## src/rtl/seq_det_param.sv

```systemverilog
// rtl/seq_det_param.sv - configurable serial pattern detector with overlap control and saturating match counter
//
// Purpose:
//   Watches a qualified serial bit stream for a runtime-loaded pattern of
//   1..N bits. Each completed match produces a one-cycle registered pulse
//   on out and increments match_cnt, which saturates at its maximum value.
//   Overlapping mode lets a suffix of one match serve as the prefix of the
//   next. Non-overlapping mode requires len_r fresh bits after each match.
//
// Ports:
//   clk          in   rising-edge clock
//   rst          in   asynchronous active-high reset
//   in_valid     in   qualifies in on this edge
//   in           in   serial data bit
//   cfg_load     in   latch cfg_pat/cfg_len/cfg_overlap; clears history
//   cfg_pat      in   [N-1:0] pattern, pat[len-1] is the first bit received
//   cfg_len      in   [LW-1:0] pattern length, 0 or >N selects N
//   cfg_overlap  in   1 = overlapping matches, 0 = non-overlapping
//   clr_cnt      in   synchronous clear of match_cnt
//   out          out  one-cycle match pulse (registered)
//   match_cnt    out  [CNT_W-1:0] saturating match count
//   armed        out  fill has reached the active length
module seq_det_param #(
  parameter int N     = 8,
  parameter int CNT_W = 8,
  localparam int LW   = $clog2(N + 1)
) (
  input  logic             clk,
  input  logic             rst,
  input  logic             in_valid,
  input  logic             in,
  input  logic             cfg_load,
  input  logic [N-1:0]     cfg_pat,
  input  logic [LW-1:0]    cfg_len,
  input  logic             cfg_overlap,
  input  logic             clr_cnt,
  output logic             out,
  output logic [CNT_W-1:0] match_cnt,
  output logic             armed
);

  localparam logic [LW-1:0]    LEN_MAX = LW'(N);
  localparam logic [CNT_W-1:0] CNT_MAX = '1;

  logic [N-1:0]     pat_q;
  logic [LW-1:0]    len_q;
  logic             ovl_q;
  logic [N-1:0]     hist_q;
  logic [LW-1:0]    fill_q;
  logic             out_q;
  logic [CNT_W-1:0] cnt_q;

  logic [N-1:0]     hist_d;
  logic [LW-1:0]    fill_d;
  logic [LW-1:0]    len_d;
  logic [N-1:0]     mask;
  logic             match_d;

  always_comb begin
    hist_d = {hist_q[N-2:0], in};
    // fill counts valid bits since the last clear, capped at the active length
    fill_d = (fill_q >= len_q) ? len_q : fill_q + LW'(1);
    len_d  = ((cfg_len == '0) || (cfg_len > LEN_MAX)) ? LEN_MAX : cfg_len;
    // Low len_q bits set; a shift by N leaves zero, so len_q == N gives all ones
    mask   = ~({N{1'b1}} << len_q);
    match_d = in_valid && !cfg_load && (fill_d == len_q) &&
              (((hist_d ^ pat_q) & mask) == '0);
  end

  always_ff @(posedge clk or posedge rst) begin
    if (rst) begin
      pat_q  <= '0;
      len_q  <= LEN_MAX;
      ovl_q  <= 1'b1;
      hist_q <= '0;
      fill_q <= '0;
      out_q  <= 1'b0;
      cnt_q  <= '0;
    end else begin
      out_q <= match_d;

      if (cfg_load) begin
        // The in bit on a load edge is discarded along with the old history
        pat_q  <= cfg_pat;
        len_q  <= len_d;
        ovl_q  <= cfg_overlap;
        hist_q <= '0;
        fill_q <= '0;
      end else if (in_valid) begin
        hist_q <= hist_d;
        fill_q <= (match_d && !ovl_q) ? '0 : fill_d;
      end

      // Clear beats a simultaneous match; the pulse on out is unaffected
      if (clr_cnt) begin
        cnt_q <= '0;
      end else if (match_d && (cnt_q != CNT_MAX)) begin
        cnt_q <= cnt_q + CNT_W'(1);
      end
    end
  end

  assign out       = out_q;
  assign match_cnt = cnt_q;
  assign armed     = (fill_q >= len_q);

endmodule

```

## config.mk

```make
export PLATFORM = sky130hd
export DESIGN_NAME = seq_det_param
export DESIGN_NICKNAME = d
export VERILOG_FILES = /design/src/rtl/seq_det_param.sv
export SDC_FILE = /design/constraint.sdc
export NUM_CORES = 1
export LEC_CHECK = 0
export CAP_MARGIN = 20
export CORE_AREA = 5 5 58 86
export CTS_BUF_LIST = sky130_fd_sc_hd__clkbuf_4
export CTS_CLUSTER_SIZE = 28
export DETAILED_ROUTE_END_ITERATION = 8
export DIE_AREA = 0 0 63 91
export PLACE_DENSITY = 0.67
export SETUP_SLACK_MARGIN = 0.05
export SKIP_CTS_REPAIR_TIMING = 1
export SLEW_MARGIN = 20
export SYNTH_ARGS = -nofsm -noshare
export SYNTH_HDL_FRONTEND = slang
export SYNTH_SLANG_ARGS = --single-unit
```

## constraint.sdc

```tcl
create_clock -name clk -period 4.25 [get_ports clk]
set_clock_uncertainty 0.2 [all_clocks]
set_input_delay 0.6375 -clock clk [delete_from_list [all_inputs] [get_ports clk]]
set_output_delay 0.6375 -clock clk [all_outputs]
set_load 0.05 [all_outputs]
```

==> flow_summary_export.csv <==
group,metric,value,unit
yosys,synthDistinctLibCells,45,
setup_path,end_kind,"primary output",
die,core_area,0.004173,sq mm
detailed_routing,drt_pre_antenna_iters,4,
placement,place.gp.congestion,0.7537,
cts,cts_tree,"built",
setup_path,cp_data_required_time,3.41,ns
setup_path,worst-setup-path-type,"reg2out",
setup_path,worstPathCellList,"inv_2 > ha_1 > a21oi_1 > o21a_1 > inv_2 > clkdlybuf4s50_1",
die,die_area,0.005733,sq mm
pwr,clkPwrFrac,0.322,
setup_path,cpMostUsedCell,"inv_2",
detailed_routing,drc,0,
placement,post-dp-hpwl,2709,um
sta,period_share,0.8153,
global_route,grt_usage,0.1373,
worst_hold_path,hp-class,"reg2reg",
sta,max_slew_margin,0.5623,
finish,synthToLayoutAreaGrowth,22.21,%
global_route,grt_pass1_wl,6368,um
sta,hold_violations,0,
pwr,p_leak,0.9466,nW
yosys,syn_avg_cell_area,9.968,sq um
yosys,yosysWarnings,0,
yosys,synth.most_common_cell,"dfrtp_1",
yosys,synth-edff-count,0,
detailed_routing,drtIter0Drc,35,
global_route,grt_pass1_vias,1367,
setup_path,crit_start,"len_q[3]",
sta,finalCriticalPeriod,3.465,ns
cts,cts.sinks,33,
die,start_util,0.4348,
finish,fill_cells,377,
sta,setup_ws,0.7848,ns
pwr,p_int,0.5289,mW
yosys,synth_common_cells,"dfrtp_1 (31), nor2_1 (18), a21oi_1 (12)",
yosys,ys.flop_type,"dfrtp_1",
pwr,powerDensity,337.7,mW/mm^2
cts,cts-root-buf,"clkbuf_4",
placement,io_buffers,28,
sta,rsz0062_at_grt,"false",
die,core.rowCount,29,
die,ios,29,
setup_path,crit_slowest_cell,"clkdlybuf4s50_1",
yosys,synth.area.top_cells,"dfrtp_1 (43%), mux2_2 (5.6%), xnor2_1 (4.8%)",
yosys,async_flop_share,1.000,
worst_hold_path,worstHoldStart,"pat_q[1]",
detailed_routing,routed-via-count,1411,
yosys,yosysSeqAreaShare,0.4566,
pwr,swShare,0.2936,
cts,clockBufferDepth,2,
placement,place_worst_setup_slack,0.9271,ns
global_route,overflow,0,
sta,fmax,288.6,MHz
cts,cts_htree_levels,2,
sta,finalSetupTns,0,ns
yosys,syn_inst,182,
finish,final_nets,237,
global_route,grt_max_degree,34,
die,die_height,91,um
pwr,seqPwrFrac,0.471,
cts,worstSkewPairLatency,0.34,ns
finish,drive_above_1_share,0.1268,
cts,cts_buffers,5,
pwr,net-switching-power,0.2198,mW
pwr,vdd_drop_max,0.0002876,V
yosys,synth_top_area_cell,"dfrtp_1",
die,chipWidth,63,um
yosys,netlist_area,0.001814,sq mm
detailed_routing,ant_nets,0,
setup_path,r2r-start,"len_q[3]",
cts,clk_pin_slew,0.11,ns
yosys,synth_top_area_frac,0.4276,
sta,drv_slew,0,
finish,antenna_cells,0,
yosys,syn-num-nets,207,
setup_path,slowest_delay,0.71,ns
outcome,outcome,"completed",
detailed_routing,wl_per_cell,14.32,um
pwr,power_frac_comb,0.206,
sta,worst_pin_slew,0.6565,ns
sta,finalSetupViolCount,0,
flow_run,drv_cap,0,
detailed_routing,drt-total-wl,3710,um
setup_path,crit_fanout,9,
global_route,antenna_found_initial,0,
detailed_routing,via_per_inst,5.448,
setup_path,cp-start-kind,"register",
yosys,synth_seq_cells,33,
setup_path,arrival,2.63,ns
==> power groups by stage <==
stage	combinational (mW)	clock [mW]	sequential, mW
2_1_floorplan	0.113	0	0.355
3_3_place_gp	0.155	0	0.359
3_5_place_dp	0.156	0	0.359
4_1_cts	0.157	0.252	0.353
5_1_grt	0.171	0.267	0.356
6_report	0.154	0.241	0.353
==> cell usage in the layout (no fill, tap or decap), types with 8 or more instances in the layout <==
master	count
nor2_1	18
nand2_1	11
xnor2_1	10
dfrtp_1	31
a21oi_1	12
mux2i_1	8
mux2_2	9
clkdlybuf4s50_1	28
inv_1	9
==> kinds of logic after synthesis <==
| family | Yosys count | share of synthesized area |
|---|---|---|
| fa+ha+maj | 6 | 0.04138 |
| mux | 18 | 0.1062 |
| compound gates | 40 | 0.1421 |
| flops | 33 | 0.4565 |
| buf+inv | 19 | 0.04345 |
| xor+xnor | 14 | 0.06758 |
| simple gates | 52 | 0.1428 |
==> stage by stage <==
step / std cells / hold WS, ns / instance area, sq um / util / power (mW)
3_3_place_gp: 251 / 0.3199 / 2133 / 0.5112 / 0.5137
4_1_cts: 259 / 0.3486 / 2217 / 0.5313 / 0.7617
3_5_place_dp: 251 / 0.3227 / 2133 / 0.5112 / 0.5151
6_report: 259 / 0.3420 / 2217 / 0.5313 / 0.7487
2_1_floorplan: 182 / 0.3010 / 1814 / - / 0.4673
5_1_grt: 259 / 0.3597 / 2217 / 0.5313 / 0.7945
==> final timing paths <==
| check | to | slack, ns | cells past startpoint |
|---|---|---|---|
| worst max-delay path | armed | 0.78 | 6 |
| worst min-delay path | pat_q[1] | 0.34 | 1 |
| worst max register to register | match_cnt[2] | 1.33 | 8 |
| worst min register to register | pat_q[1] | 0.34 | 1 |
| max in group asynchronous | ovl_q | 3.04 | 3 |
| min in group asynchronous | fill_q[0] | 0.48 | 3 |
==> metal layers <==
metal,vias to the layer above,GRT usage,part of all wire
met4,0,0.06549,0.017
met2,18,0.2295,0.52
met1,680,0.1655,0.44
li1,708,-,-
met5,-,0,0
met3,5,0.02963,0.028
==> critical path, delay by kind of cell (launching register included) <==
family                   cells  cell delay [ns]
flip-flops                   1             0.60
adder cells (fa/ha/maj)      1             0.32
buffers and inverters        3             0.90
AO/OA/AOI/OAI                2             0.45
==> flip-flops by register name, indices dropped and copies added, names as in the netlist <==
name / flops
pat_q: 8
out: 1
ovl_q: 1
hist_q: 7
fill_q: 4
match_cnt: 8
len_q: 4
==> cell type report <==
class                      instances  area [sq um]  area share
inverter                          12         45.04     0.02032
clock inverter                     3         46.29     0.02088
sequential                        33         828.3      0.3736
tap                               46         57.56     0.02596
timing repair buffer              30         295.3      0.1332
clock buffer                       5         37.54     0.01693
multi-input combinational        130         907.1      0.4091
Note: power is estimated with default switching activity, not from simulation.
